`config.mk`:
```
export PLATFORM = sky130hd
export DESIGN_NAME = seg7_capture_decoder
export DESIGN_NICKNAME = d
export VERILOG_FILES = /design/src/rtl/seg7_pkg.sv /design/src/rtl/seg7_pattern_decode.sv /design/src/rtl/seg7_capture_decoder.sv
export SDC_FILE = /design/constraint.sdc
export NUM_CORES = 1
export LEC_CHECK = 0
export CELL_PAD_IN_SITES_DETAIL_PLACEMENT = 0
export CELL_PAD_IN_SITES_GLOBAL_PLACEMENT = 1
export CORE_UTILIZATION = 40
export CTS_CLUSTER_SIZE = 28
export DETAILED_ROUTE_END_ITERATION = 10
export DONT_BUFFER_PORTS = 1
export PLACE_DENSITY = 0.62
export SLEW_MARGIN = 5
export SYNTH_ARGS = -nofsm -noshare
export SYNTH_HDL_FRONTEND = slang
export SYNTH_SLANG_ARGS = --single-unit
```
`constraint.sdc`:
```
create_clock -name clk -period 2.15 [get_ports clk]
set_input_delay 0.5375 -clock clk [delete_from_list [all_inputs] [get_ports clk]]
set_output_delay 0.5375 -clock clk [all_outputs]
set_load 0.05 [all_outputs]
```
`src/rtl/seg7_pkg.sv`:
```
// Shared types and segment constants for seven-segment capture/decode.
// Provides the FSM state enum, the hex pattern table and a pure decode function.
package seg7_pkg;

  typedef enum logic [1:0] {
    IDLE,
    SETTLE,
    LOCKED
  } state_t;

  localparam logic [6:0] SEG7_0     = 7'h3F;
  localparam logic [6:0] SEG7_1     = 7'h06;
  localparam logic [6:0] SEG7_2     = 7'h5B;
  localparam logic [6:0] SEG7_3     = 7'h4F;
  localparam logic [6:0] SEG7_4     = 7'h66;
  localparam logic [6:0] SEG7_5     = 7'h6D;
  localparam logic [6:0] SEG7_6     = 7'h7D;
  localparam logic [6:0] SEG7_7     = 7'h07;
  localparam logic [6:0] SEG7_8     = 7'h7F;
  localparam logic [6:0] SEG7_9     = 7'h6F;
  localparam logic [6:0] SEG7_A     = 7'h77;
  localparam logic [6:0] SEG7_B     = 7'h7C;
  localparam logic [6:0] SEG7_C     = 7'h39;
  localparam logic [6:0] SEG7_D     = 7'h5E;
  localparam logic [6:0] SEG7_E     = 7'h79;
  localparam logic [6:0] SEG7_F     = 7'h71;
  localparam logic [6:0] SEG7_BLANK = 7'h00;

  // Returns {valid, digit}; digit is 0 when the pattern is not a hex glyph.
  function automatic logic [4:0] seg7_decode(input logic [6:0] p);
    logic [4:0] r;
    r = 5'b0_0000;
    case (p)
      SEG7_0:  r = {1'b1, 4'h0};
      SEG7_1:  r = {1'b1, 4'h1};
      SEG7_2:  r = {1'b1, 4'h2};
      SEG7_3:  r = {1'b1, 4'h3};
      SEG7_4:  r = {1'b1, 4'h4};
      SEG7_5:  r = {1'b1, 4'h5};
      SEG7_6:  r = {1'b1, 4'h6};
      SEG7_7:  r = {1'b1, 4'h7};
      SEG7_8:  r = {1'b1, 4'h8};
      SEG7_9:  r = {1'b1, 4'h9};
      SEG7_A:  r = {1'b1, 4'hA};
      SEG7_B:  r = {1'b1, 4'hB};
      SEG7_C:  r = {1'b1, 4'hC};
      SEG7_D:  r = {1'b1, 4'hD};
      SEG7_E:  r = {1'b1, 4'hE};
      SEG7_F:  r = {1'b1, 4'hF};
      default: r = 5'b0_0000;
    endcase
    return r;
  endfunction

endpackage

```
`src/rtl/seg7_pattern_decode.sv`:
```
// Combinational seven-segment pattern decoder (pattern -> valid, blank, digit).
// Ports: pattern[6:0] in; valid, blank, digit[3:0] out.
module seg7_pattern_decode
  import seg7_pkg::*;
(
  input  logic [6:0] pattern,
  output logic       valid,
  output logic       blank,
  output logic [3:0] digit
);

  assign {valid, digit} = seg7_decode(pattern);
  assign blank = (pattern == SEG7_BLANK);

endmodule

```
`src/rtl/seg7_capture_decoder.sv`:
```
// Captures a seven-segment bus, waits for STABLE_CYCLES stable samples, decodes.
// Ports: clk, rst (async high), seg_in[6:0]; digit[3:0], digit_valid,
// pattern_err, blank, change_count[CNT_W-1:0].
// Macro SEG7_CAPTURE_ACTIVE_LOW_EN: treat seg_in as active-low (common anode).
module seg7_capture_decoder
  import seg7_pkg::*;
#(
  parameter int STABLE_CYCLES = 4,
  parameter int CNT_W         = 8
) (
  input  logic             clk,
  input  logic             rst,
  input  logic [6:0]       seg_in,
  output logic [3:0]       digit,
  output logic             digit_valid,
  output logic             pattern_err,
  output logic             blank,
  output logic [CNT_W-1:0] change_count
);

  localparam logic [7:0] LAST = 8'(STABLE_CYCLES - 1);

`ifdef SEG7_CAPTURE_ACTIVE_LOW_EN
  // Flops hold the raw bus; all-off on a common-anode panel is 7'h7F.
  localparam logic [6:0] SYNC_RST = 7'h7F;
`else
  localparam logic [6:0] SYNC_RST = 7'h00;
`endif

  logic [6:0] sync1;
  logic [6:0] sync2;
  logic [6:0] seg_s;

  state_t     state;
  state_t     state_d;
  logic [6:0] cand;
  logic [6:0] cand_d;
  logic [7:0] cnt;
  logic [7:0] cnt_d;
  logic       lock;

  logic       dec_valid;
  logic       dec_blank;
  logic [3:0] dec_digit;

  logic       lock_valid;
  logic       lock_err;
  logic       lock_blank;

  always_ff @(posedge clk or posedge rst) begin
    if (rst) begin
      sync1 <= SYNC_RST;
      sync2 <= SYNC_RST;
    end else begin
      sync1 <= seg_in;
      sync2 <= sync1;
    end
  end

`ifdef SEG7_CAPTURE_ACTIVE_LOW_EN
  assign seg_s = ~sync2;
`else
  assign seg_s = sync2;
`endif

  seg7_pattern_decode u_dec (
    .pattern (cand),
    .valid   (dec_valid),
    .blank   (dec_blank),
    .digit   (dec_digit)
  );

  always_ff @(posedge clk or posedge rst) begin
    if (rst) begin
      state <= IDLE;
      cand  <= 7'h00;
      cnt   <= 8'd0;
    end else begin
      state <= state_d;
      cand  <= cand_d;
      cnt   <= cnt_d;
    end
  end

  // A change on seg_s always wins over a lock in the same cycle.
  always_comb begin
    state_d = state;
    cand_d  = cand;
    cnt_d   = cnt;
    lock    = 1'b0;
    if (seg_s != cand) begin
      cand_d  = seg_s;
      cnt_d   = 8'd0;
      state_d = SETTLE;
    end else if (state == SETTLE && cnt == LAST) begin
      lock    = 1'b1;
      state_d = dec_blank ? IDLE : LOCKED;
    end else if (state == SETTLE) begin
      cnt_d = cnt + 8'd1;
    end
  end

  always_comb begin
    lock_valid = lock && dec_valid;
    lock_err   = lock && !dec_valid && !dec_blank;
    lock_blank = lock && dec_blank;
  end

  always_ff @(posedge clk or posedge rst) begin
    if (rst) begin
      digit        <= 4'h0;
      digit_valid  <= 1'b0;
      pattern_err  <= 1'b0;
      blank        <= 1'b1;
      change_count <= '0;
    end else begin
      digit_valid <= lock_valid;
      pattern_err <= lock_err;
      if (lock_valid) begin
        digit        <= dec_digit;
        blank        <= 1'b0;
        change_count <= change_count + 1'b1;
      end
      if (lock_blank) begin
        blank <= 1'b1;
      end
    end
  end

endmodule

```
==> impl_metrics.csv, run 1 <==
group,metric,value,unit
timing,max_freq,498,MHz
global_route,gr-max-usage-layer,"met2",
placed_design,post-place-ws,77.8,ps
floorplanning,rows,26,
logic_synthesis,yosysWarnings,0,
logic_synthesis,ys_seq_area_share,53.0,%
timing,slew_headroom,64.2,%
power,p_leak,1.09,nW
setup_path,path_class,"reg -> reg",
global_route,grt_pass1_vias,1368,
clocking,cts-root-buf,"clkbuf_8",
floorplanning,io_pins,24,
timing,min_period,2010,ps
global_route,use_met3,3.84,%
routing,vias_per_cell,5.08,
power,power.total,0.00163,W
timing,setup_violations,0,
setup_path,slowest_stage,"dfrtp_2",
clocking,htree_num_levels,2,
placed_design,gp_congestion,0.794,
timing,holdWs,247,ps
setup_path,crit_buf_inv,1,
logic_synthesis,syn_area,2180,µm²
global_route,grt_use_met2,25.1,%
logic_synthesis,synth_edf_count,0,
timing,slew_viol_final,0,
routing,dr.first_iter.drc_count,84,
setup_path,endpoint_kind,"register",
clocking,clk_pin_slew_worst_paths,90,ps
global_route,grtUsageMet1,17.3,%
logic_synthesis,synth_fp_nets,199,
floorplanning,die_w,75.8,µm
timing,period_share,93.4,%
logic_synthesis,synthFlopType,"dfrtp_1",
clocking,cts_made_buffers,5,
logic_synthesis,synth_seq_cells,46,
setup_path,worstPathArrival,2230,ps
global_route,grt_pass1_wl,6.16,mm
min_path,hold_path_class,"in -> async",
setup_path,start_kind,"register",
setup_path,worst_path_largest_cell_delay,500,ps
job,drv_cap,0,
floorplanning,die_area,5740,µm²
setup_path,crit_chain,"or3b_4 > nor3_4 > nor3_4 > a31oi_4 > buf_4 > mux2i_1",
placed_design,numPortBuffers,0,
timing,finClkSkew,6.51,ps
setup_path,path_delay_family,"simple AND/OR/NAND/NOR gates",
logic_synthesis,synthArstFlopShare,100,%
global_route,grt_usage,14.6,%
floorplanning,die_height,75.8,µm
power,ir_worst_vdd,0.000417,V
timing,setup_slack,141,ps
logic_synthesis,yosys.cell_types.count,49,
global_route,grt.overflow.total,0,
floorplanning,initial_core_util,42.1,%
layout,final_nets,217,
routing,drt_pre_antenna_iters,4,
routing,drc,0,
layout,n_antenna_cell,0,
power,powerDensity,654,nW/µm²
timing,rsz0062_at_grt,"false",
outcome,outcome,"finished, final reports clean",
layout,drive_gt1_share,26.1,%
routing,postRouteAntennaNets,0,
floorplanning,coreArea,5170,µm²
timing,tightest_slew,538,ps
logic_synthesis,synthCells,188,
logic_synthesis,avgSynthCellArea,11.6,µm²
clocking,numClockSinks,46,
timing,setup_tns,0,ps
setup_path,cp_max_fo,11,
routing,drt_wl_total,3.68,mm
setup_path,crit_top_cell,"nor3_4",
clocking,hold_buffers,0,
placed_design,hpwl,2.72,mm
layout,area_growth,14.8,%
timing,hold_viol,0,
routing,wl_per_cell,13.3,µm
setup_path,crit_required,2380,ps
routing,num_vias,1407,
clocking,clk-insertion-delay-late,300,ps
clocking,clock_path_buffers,2,
global_route,grt_max_degree,47,
clocking,tritoncts,"built",
global_route,antenna_found_initial,0,
-- metal layers --
layer | part of all wire [%] | up-vias
li1 | - | 687
met1 | 45 | 687
met2 | 50 | 27
met3 | 3.7 | 6
met4 | 1.5 | 0
met5 | 0 | -
-- cells by family (layout without fill, tap and decap cells) --
group | count (synthesis) | after routing | share of synthesized area [%]
AOI/OAI and AO/OA | 25 | 25 | 9.66
and+or+nand+nor | 65 | 65 | 19.0
muxes | 5 | 5 | 2.99
xor gates and xnor gates | 22 | 22 | 8.86
DFF | 46 | 46 | 53.0
buffers and inverters | 23 | 42 | 5.41
adders and majority gates | 2 | 2 | 1.15
-- worst register-to-register path, cell delays in order (launching register included) --
cell     delay [ps]
dfrtp_2         500
or3b_4          430
nor3_4          260
nor3_4          120
a31oi_4         270
buf_4           190
mux2i_1         170
-- area by class of cell --
type | count | area (µm²)
clock buffer | 5 | 68.8
tap | 70 | 87.6
sequential | 46 | 1150
clock inverter | 3 | 43.8
timing repair buffer | 26 | 195
multi-input combinational | 119 | 917
inverter | 8 | 30.0
fill | 488 | 2680
-- state kept, by name, summed over array words and instances (netlist names), 2 cells and up --
register and cells:
seg_s 7, sync1 7, cand 7, change_count 8, cnt 8, digit 4
state 2
-- stage by stage --
stage,instance area [µm²],instances,utilization [%]
detailed placement,2360,268,45.7
finish,2500,277,48.3
floorplan,2180,188,-
global route,2500,277,48.3
CTS,2480,276,47.9
global placement,2360,268,45.7
-- cell usage in the layout, fill, tap and decap left out, drive strengths merged, types with 2 or more instances in the layout --
| cell | Yosys | routed |
|---|---|---|
| clkinv | 0 | 2 |
| clkbuf | 7 | 5 |
| nor2 | 14 | 14 |
| nand2 | 10 | 10 |
| or3b | 2 | 2 |
| nand4 | 4 | 4 |
| o22ai | 2 | 2 |
| nor3 | 8 | 8 |
| o21ai | 3 | 3 |
| inv | 8 | 8 |
| xnor2 | 3 | 3 |
| a21oi | 3 | 3 |
| nand3 | 10 | 10 |
| o211ai | 2 | 2 |
| a21o | 3 | 3 |
| a31oi | 2 | 2 |
| dfrtp | 45 | 45 |
| buf | 8 | 26 |
| nor3b | 2 | 2 |
| nor4 | 2 | 2 |
| xor2 | 19 | 19 |
| ha | 2 | 2 |
| and3 | 3 | 3 |
| mux2 | 3 | 3 |
| nor4b | 2 | 2 |
| mux2i | 2 | 2 |
| a311oi | 6 | 6 |
| nand4bb | 2 | 2 |
-- worst paths after layout --
check | to | from | slack, ps | cells after the start
worst max-delay path | digit[3] | cand[2] | 140 | 6
worst min-delay path | sync1[0] | rst | 250 | 2
worst max register to register | digit[3] | cand[2] | 140 | 6
worst min register to register | seg_s[6] | sync1[6] | 350 | 0
max in group asynchronous | cand[5] | rst | 1510 | 2
min in group clk | sync1[6] | seg_in[6] | 260 | 0
-- synth_stat cells, types with 2 or more instances --
cell type / instances / share of area (%)
dfrtp_1: 45 / 52
a21o_1: 3 / 1.0
a21oi_1: 3 / 0.69
nor3_4: 2 / 1.5
clkbuf_1: 7 / 1.2
mux2i_1: 2 / 0.92
buf_6: 3 / 1.6
nand2_1: 10 / 1.7
nand3_1: 9 / 2.1
nor4b_1: 2 / 0.81
nand4_1: 3 / 0.86
inv_1: 8 / 1.4
xnor2_1: 3 / 1.2
o211ai_1: 2 / 0.69
buf_2: 4 / 0.92
and3_1: 3 / 0.86
ha_1: 2 / 1.1
nor2_1: 13 / 2.2
a311oi_1: 5 / 2.0
xor2_1: 19 / 7.6
mux2_4: 3 / 2.1
o21ai_0: 3 / 0.69
nor3_1: 6 / 1.4
nand4bb_1: 2 / 1.0
o22ai_1: 2 / 0.57
-- where the power goes --
group / switching, W / internal (W) / total (W)
clock network: 0.000293 / 0.000348 / 0.000641
registers: 0.0000161 / 0.000885 / 0.000901
logic: 0.0000578 / 0.0000343 / 0.0000921
-- timing repair --
action                     CTS  global route
resized for setup            0             4
setup buffers                0             1
setup endpoints to repair    0            12
No activity file was read; power rests on OpenSTA's default activity.
==> inputs of run 2 (changes only) <==
--- a/config.mk
+++ b/config.mk
@@ -5,13 +5,11 @@
 export SDC_FILE = /design/constraint.sdc
 export NUM_CORES = 1
 export LEC_CHECK = 0
-export CELL_PAD_IN_SITES_DETAIL_PLACEMENT = 0
-export CELL_PAD_IN_SITES_GLOBAL_PLACEMENT = 1
 export CORE_UTILIZATION = 40
 export CTS_CLUSTER_SIZE = 28
 export DETAILED_ROUTE_END_ITERATION = 10
 export DONT_BUFFER_PORTS = 1
-export PLACE_DENSITY = 0.62
+export PLACE_DENSITY = 0.51
 export SLEW_MARGIN = 5
 export SYNTH_ARGS = -nofsm -noshare
 export SYNTH_HDL_FRONTEND = slang
==> impl_metrics.csv, run 2 (synthesis gave the netlist of run 1 again) <==
group,metric,value,unit
outcome,outcome,"finished, final reports clean",
setup_path,crit_buf_inv,1,
clocking,htree_num_levels,2,
clocking,tritoncts,"built",
timing,hold_viol,0,
floorplanning,io_pins,24,
global_route,antenna_found_initial,0,
power,ir_worst_vdd,0.000551,V
layout,n_antenna_cell,0,
setup_path,path_delay_family,"simple AND/OR/NAND/NOR gates",
setup_path,slowest_stage,"dfrtp_1",
placed_design,hpwl,2.76,mm
timing,tightest_slew,555,ps
placed_design,gp_congestion,0.804,
timing,setup_violations,0,
clocking,cts_made_buffers,5,
routing,num_vias,1393,
timing,period_share,94.0,%
layout,final_nets,217,
global_route,grt_usage,15.0,%
global_route,grt_pass1_vias,1340,
setup_path,crit_top_cell,"xor2_1",
placed_design,dp.cells,268,
layout,layout_commonest_cell,"dfrtp_1",
setup_path,reg2regPathDepth,6,
job,drv_cap,0,
timing,slew_headroom,63.0,%
routing,dr.first_iter.drc_count,80,
power,p_leak,1.11,nW
routing,postRouteAntennaNets,0,
timing,setup_tns,0,ps
routing,vias_per_cell,5.03,
routing,drt_pre_antenna_iters,4,
timing,max_freq,495,MHz
routing,drt_wl_total,3.78,mm
min_path,hold_path_class,"in -> async",
timing,holdWs,267,ps
clocking,hold_buffers,0,
setup_path,reg2reg_to,"change_count[5]",
routing,wl_per_cell,13.7,µm
timing,slew_viol_final,0,
global_route,grt_pass1_wl,6.29,mm
setup_path,worst_path_largest_cell_delay,480,ps
clocking,clock_path_buffers,2,
layout,drive_gt1_share,25.1,%
setup_path,worstPathArrival,2230,ps
setup_path,rr_startpoint,"cand[1]",
clocking,clk_pin_slew_worst_paths,90,ps
floorplanning,initial_core_util,42.1,%
clocking,numClockSinks,46,
floorplanning,rows,26,
floorplanning,die_w,75.8,µm
power,powerDensity,698,nW/µm²
setup_path,rrSetupSlack,130,ps
clocking,clk-insertion-delay-late,290,ps
global_route,grt_max_degree,47,
clocking,cts-root-buf,"clkbuf_8",
layout,final_cell_mix,"45 x dfrtp_1, 26 x buf_4, 19 x xor2_1",
setup_path,path_class,"reg -> reg",
timing,finClkSkew,8.46,ps
timing,rsz0062_at_grt,"false",
setup_path,crit_required,2360,ps
timing,min_period,2020,ps
setup_path,cp_max_fo,7,
layout,area_growth,16.3,%
setup_path,critPathLaunch,"cand[1]",
global_route,grt.overflow.total,0,
layout,reg.largest.list,"change_count (8), cnt (8)",
layout,n_fill_cell,460,
placed_design,numPortBuffers,0,
setup_path,crit_chain,"xor2_1 > nor4_2 > nand3_2 > buf_4 > a311oi_1 > xor2_1",
setup_path,endpoint_kind,"register",
routing,drc,0,
floorplanning,coreArea,5170,µm²
floorplanning,die_height,75.8,µm
layout,instances_no_fill,277,
floorplanning,die_area,5740,µm²
setup_path,cp.depth,6,
setup_path,cp-endpoint,"change_count[5]",
setup_path,start_kind,"register",
-- run 2: changes by cell type in the layout (fill, tap and decap cells not counted) --
cell       change
dfrtp_1        +2
nor3_1         +1
nor3b_2        -1
nand3_1        -1
nand3_2        +1
clkinv_2       -1
nor3_2         -1
nor3b_4        +1
dfrtp_2        -2
inv_6          -1
clkbuf_8       +1
bufinv_16      +1
-- run 2: per-layer routing --
layer / vias up / track usage (%) / part of all wire (%)
met2: 27 / 22.4 / 47
met4: 0 / 6.79 / 1.5
met1: 671 / 20.3 / 48
met5: - / 0 / 0
met3: 6 / 4.23 / 3.6
li1: 689 / - / -
-- run 2: worst min-delay path by stage --
stage          endpoint  cells after the start
2_1_floorplan  seg_s[0]                      0
3_3_place_gp   seg_s[4]                      0
3_5_place_dp   seg_s[2]                      0
4_1_cts        sync1[4]                      0
5_1_grt        sync1[4]                      0
6_report       state[1]                      2
-- run 2: layout make-up --
type	count	area, µm²	area share, %
timing repair buffer	26	195	7.71
clock buffer	6	82.6	3.26
multi-input combinational	119	923	36.5
tap	70	87.6	3.46
inverter	8	30.0	1.19
sequential	46	1150	45.5
clock inverter	2	60.1	2.37
-- run 2: what timing repair did --
action / CTS / global route
setup buffers: 0 / 1
endpoints found under the setup margin: 0 / 10
gates resized for setup: 0 / 3
-- run 2: through the flow --
stage	util (%)	worst slack [ps]	power, W	area, µm²
finish	48.9	130	0.00177	2530
global route	48.9	8.05	0.00185	2530
CTS	48.5	72.0	0.00179	2510
detailed placement	45.7	89.6	0.00101	2360
global placement	45.7	123	0.00101	2360
floorplan	-	182	0.000994	2180
-- run 2: power breakdown --
part	switching [W]	leakage [nW]	total, W	internal [W]
clock	0.000275	0.0714	0.000771	0.000495
sequential	0.0000176	0.585	0.000902	0.000885
combinational	0.0000579	0.458	0.0000933	0.0000354
==> inputs of run 3 (changes only) <==
--- a/config.mk
+++ b/config.mk
@@ -5,6 +5,7 @@
 export SDC_FILE = /design/constraint.sdc
 export NUM_CORES = 1
 export LEC_CHECK = 0
+export ABC_AREA = 1
 export CORE_UTILIZATION = 40
 export CTS_CLUSTER_SIZE = 28
 export DETAILED_ROUTE_END_ITERATION = 10
==> impl_metrics.csv, run 3 <==
group,metric,value,unit
outcome,outcome,"finished, final reports clean",
timing,slew_headroom,61.6,%
logic_synthesis,yosysMostFrequentCell,"nand2_1",
routing,drt_pre_antenna_iters,4,
floorplanning,die_height,77.0,µm
layout,n_antenna_cell,0,
setup_path,crit_chain,"nor3_1 > nand2_1 > nand2_1 > nor2_1 > nand3_2 > nand2_2 > nand2_1 > nand2_1",
placed_design,post-place-ws,319,ps
logic_synthesis,avgSynthCellArea,8.31,µm²
placed_design,numPortBuffers,0,
setup_path,start_kind,"register",
timing,max_freq,552,MHz
layout,final_nets,286,
logic_synthesis,yosysTopAreaCell,"dfrtp_1",
power,powerDensity,624,nW/µm²
logic_synthesis,synth_fp_nets,282,
setup_path,reg2reg_to,"digit[2]",
logic_synthesis,synthCells,271,
clocking,cts_resized,0,
clocking,numClockSinks,46,
timing,setup_slack,337,ps
min_path,hold_path_class,"in -> async",
timing,setup_tns,0,ps
clocking,hold_buffers,0,
floorplanning,die_w,77.0,µm
setup_path,endpoint_kind,"register",
logic_synthesis,synth_edf_count,0,
setup_path,worstPathArrival,1990,ps
setup_path,crit_buf_inv,0,
logic_synthesis,yosysTopAreaCellShare,50.0,%
timing,period_share,84.3,%
timing,slew_viol_final,0,
layout,drive_gt1_share,10.9,%
clocking,cts_made_buffers,5,
setup_path,rr_startpoint,"cand[6]",
layout,finalInstanceArea,2440,µm²
setup_path,path_class,"reg -> reg",
timing,finClkSkew,11.0,ps
logic_synthesis,synth_seq_cells,46,
setup_path,cp_max_fo,13,
setup_path,slowest_stage,"dfrtp_1",
clocking,htree_num_levels,2,
setup_path,crit_top_cell,"nand2_1",
logic_synthesis,yosysWarnings,0,
logic_synthesis,synth_area_leaders,"dfrtp_1 50%, nand2_1 13%, nand3_1 5.8%",
routing,drc,0,
job,drv_cap,0,
global_route,grt_pass1_wl,7.09,mm
timing,tightest_slew,576,ps
timing,rsz0062_at_grt,"false",
setup_path,path_delay_family,"simple AND/OR/NAND/NOR gates",
logic_synthesis,synthArstFlopShare,100,%
routing,wl_per_cell,11.2,µm
timing,setup_violations,0,
clocking,postCtsSetupBuffers,0,
clocking,clk_pin_slew_worst_paths,90,ps
layout,n_fill_cell,533,
clocking,clk-insertion-delay-late,290,ps
setup_path,crit_required,2330,ps
global_route,grt_pass1_vias,1578,
layout,area_growth,8.50,%
logic_synthesis,ys_top_cells_by_count,"78 x nand2_1, 45 x dfrtp_1, 31 x nor2_1, 26 x nand3_1, 24 x inv_1",
placed_design,place_area,2350,µm²
floorplanning,die_area,5930,µm²
floorplanning,rows,26,
placed_design,gp_congestion,0.874,
routing,drt_wl_total,3.86,mm
setup_path,rrSetupSlack,340,ps
placed_design,hpwl,2.93,mm
timing,hold_viol,0,
routing,postRouteAntennaNets,0,
routing,vias_per_cell,4.68,
layout,final_util,46.3,%
power,p_leak,1.27,nW
global_route,grt.overflow.total,0,
global_route,grt_max_degree,26,
routing,dr.first_iter.drc_count,62,
layout,layout_commonest_cell,"nand2_1",
power,ir_worst_vdd,0.000463,V
layout,final_cell_mix,"78 x nand2_1, 45 x dfrtp_1, 31 x nor2_1",
setup_path,worst_path_largest_cell_delay,450,ps
logic_synthesis,ys_seq_area_share,51.2,%
logic_synthesis,syn_area,2250,µm²
layout,reg.largest.list,"change_count (8), cnt (8)",
floorplanning,initial_core_util,42.7,%
global_route,grt_usage,15.1,%
global_route,antenna_found_initial,0,
floorplanning,coreArea,5270,µm²
setup_path,reg2regPathDepth,8,
clocking,tritoncts,"built",
logic_synthesis,yosys.cell_types.count,28,
clocking,cts-root-buf,"clkbuf_8",
floorplanning,io_pins,24,
clocking,clock_path_buffers,2,
logic_synthesis,synthFlopType,"dfrtp_1",
timing,min_period,1810,ps
routing,num_vias,1621,
-- run 3: cell types whose count changed in the layout (fill, tap and decap cells not counted), moves of 4 or more --
| cell | before | now |
|---|---|---|
| inv_1 | 7 | 23 |
| nand3_1 | 8 | 26 |
| a311oi_1 | 5 | 0 |
| nand2_1 | 10 | 78 |
| nand4_1 | 3 | 7 |
| buf_4 | 26 | 6 |
| o21ai_0 | 3 | 11 |
| nor2_1 | 13 | 31 |
| xor2_1 | 19 | 10 |
-- run 3: kinds of logic after synthesis --
family	after synthesis	share of synthesized area, %
XOR/XNOR	13	5.39
AO/OA/AOI/OAI	14	3.22
flip-flops	46	51.2
adder cells (fa/ha/maj)	2	1.11
buffers and inverters	36	6.84
AND/OR/NAND/NOR	160	32.2
-- run 3: worst max-delay path by stage --
stage,to,slack [ps],start,depth (start not counted)
final,digit[2],340,cand[6],8
after global routing,digit[3],30,cand[4],8
after CTS,change_count[4],290,cand[4],8
after detailed placement,change_count[1],320,cand[4],8
after global placement,digit[2],290,cand[4],8
after floorplan,cand[0],530,rst,1
-- run 3: worst reg2reg max path: cells and delay by family (launching register included) --
kind,cells,cell delay [ps]
flip-flops,1,450
AND/OR/NAND/NOR,8,1260
-- run 3: power by group --
group	switching (W)	internal [W]
logic	0.0000507	0.0000234
clock network	0.000307	0.000241
registers	0.0000172	0.000885
-- run 3: final cells by class --
cell class	instances	area (µm²)	share of cell area [%]
inverter	26	97.6	4.00
clock buffer	5	68.8	2.82
timing repair buffer	7	65.1	2.66
clock inverter	3	26.3	1.08
tap	70	87.6	3.59
sequential	46	1150	47.2
multi-input combinational	189	945	38.7
-- run 3: layer usage --
| layer | global-route usage, % | routed length (µm) |
|---|---|---|
| met1 | 20.3 | 1930 |
| met2 | 23.9 | 1750 |
| met3 | 3.33 | 154 |
| met4 | 5.09 | 26 |
| met5 | 0 | 0 |
-- run 3: through the flow --
step	hold WS, ps	cells	total power (W)
floorplan	331	271	0.000983
global placement	333	338	0.000997
detailed placement	335	338	0.000997
CTS	125	346	0.00156
global route	136	346	0.00161
finish	124	346	0.00152
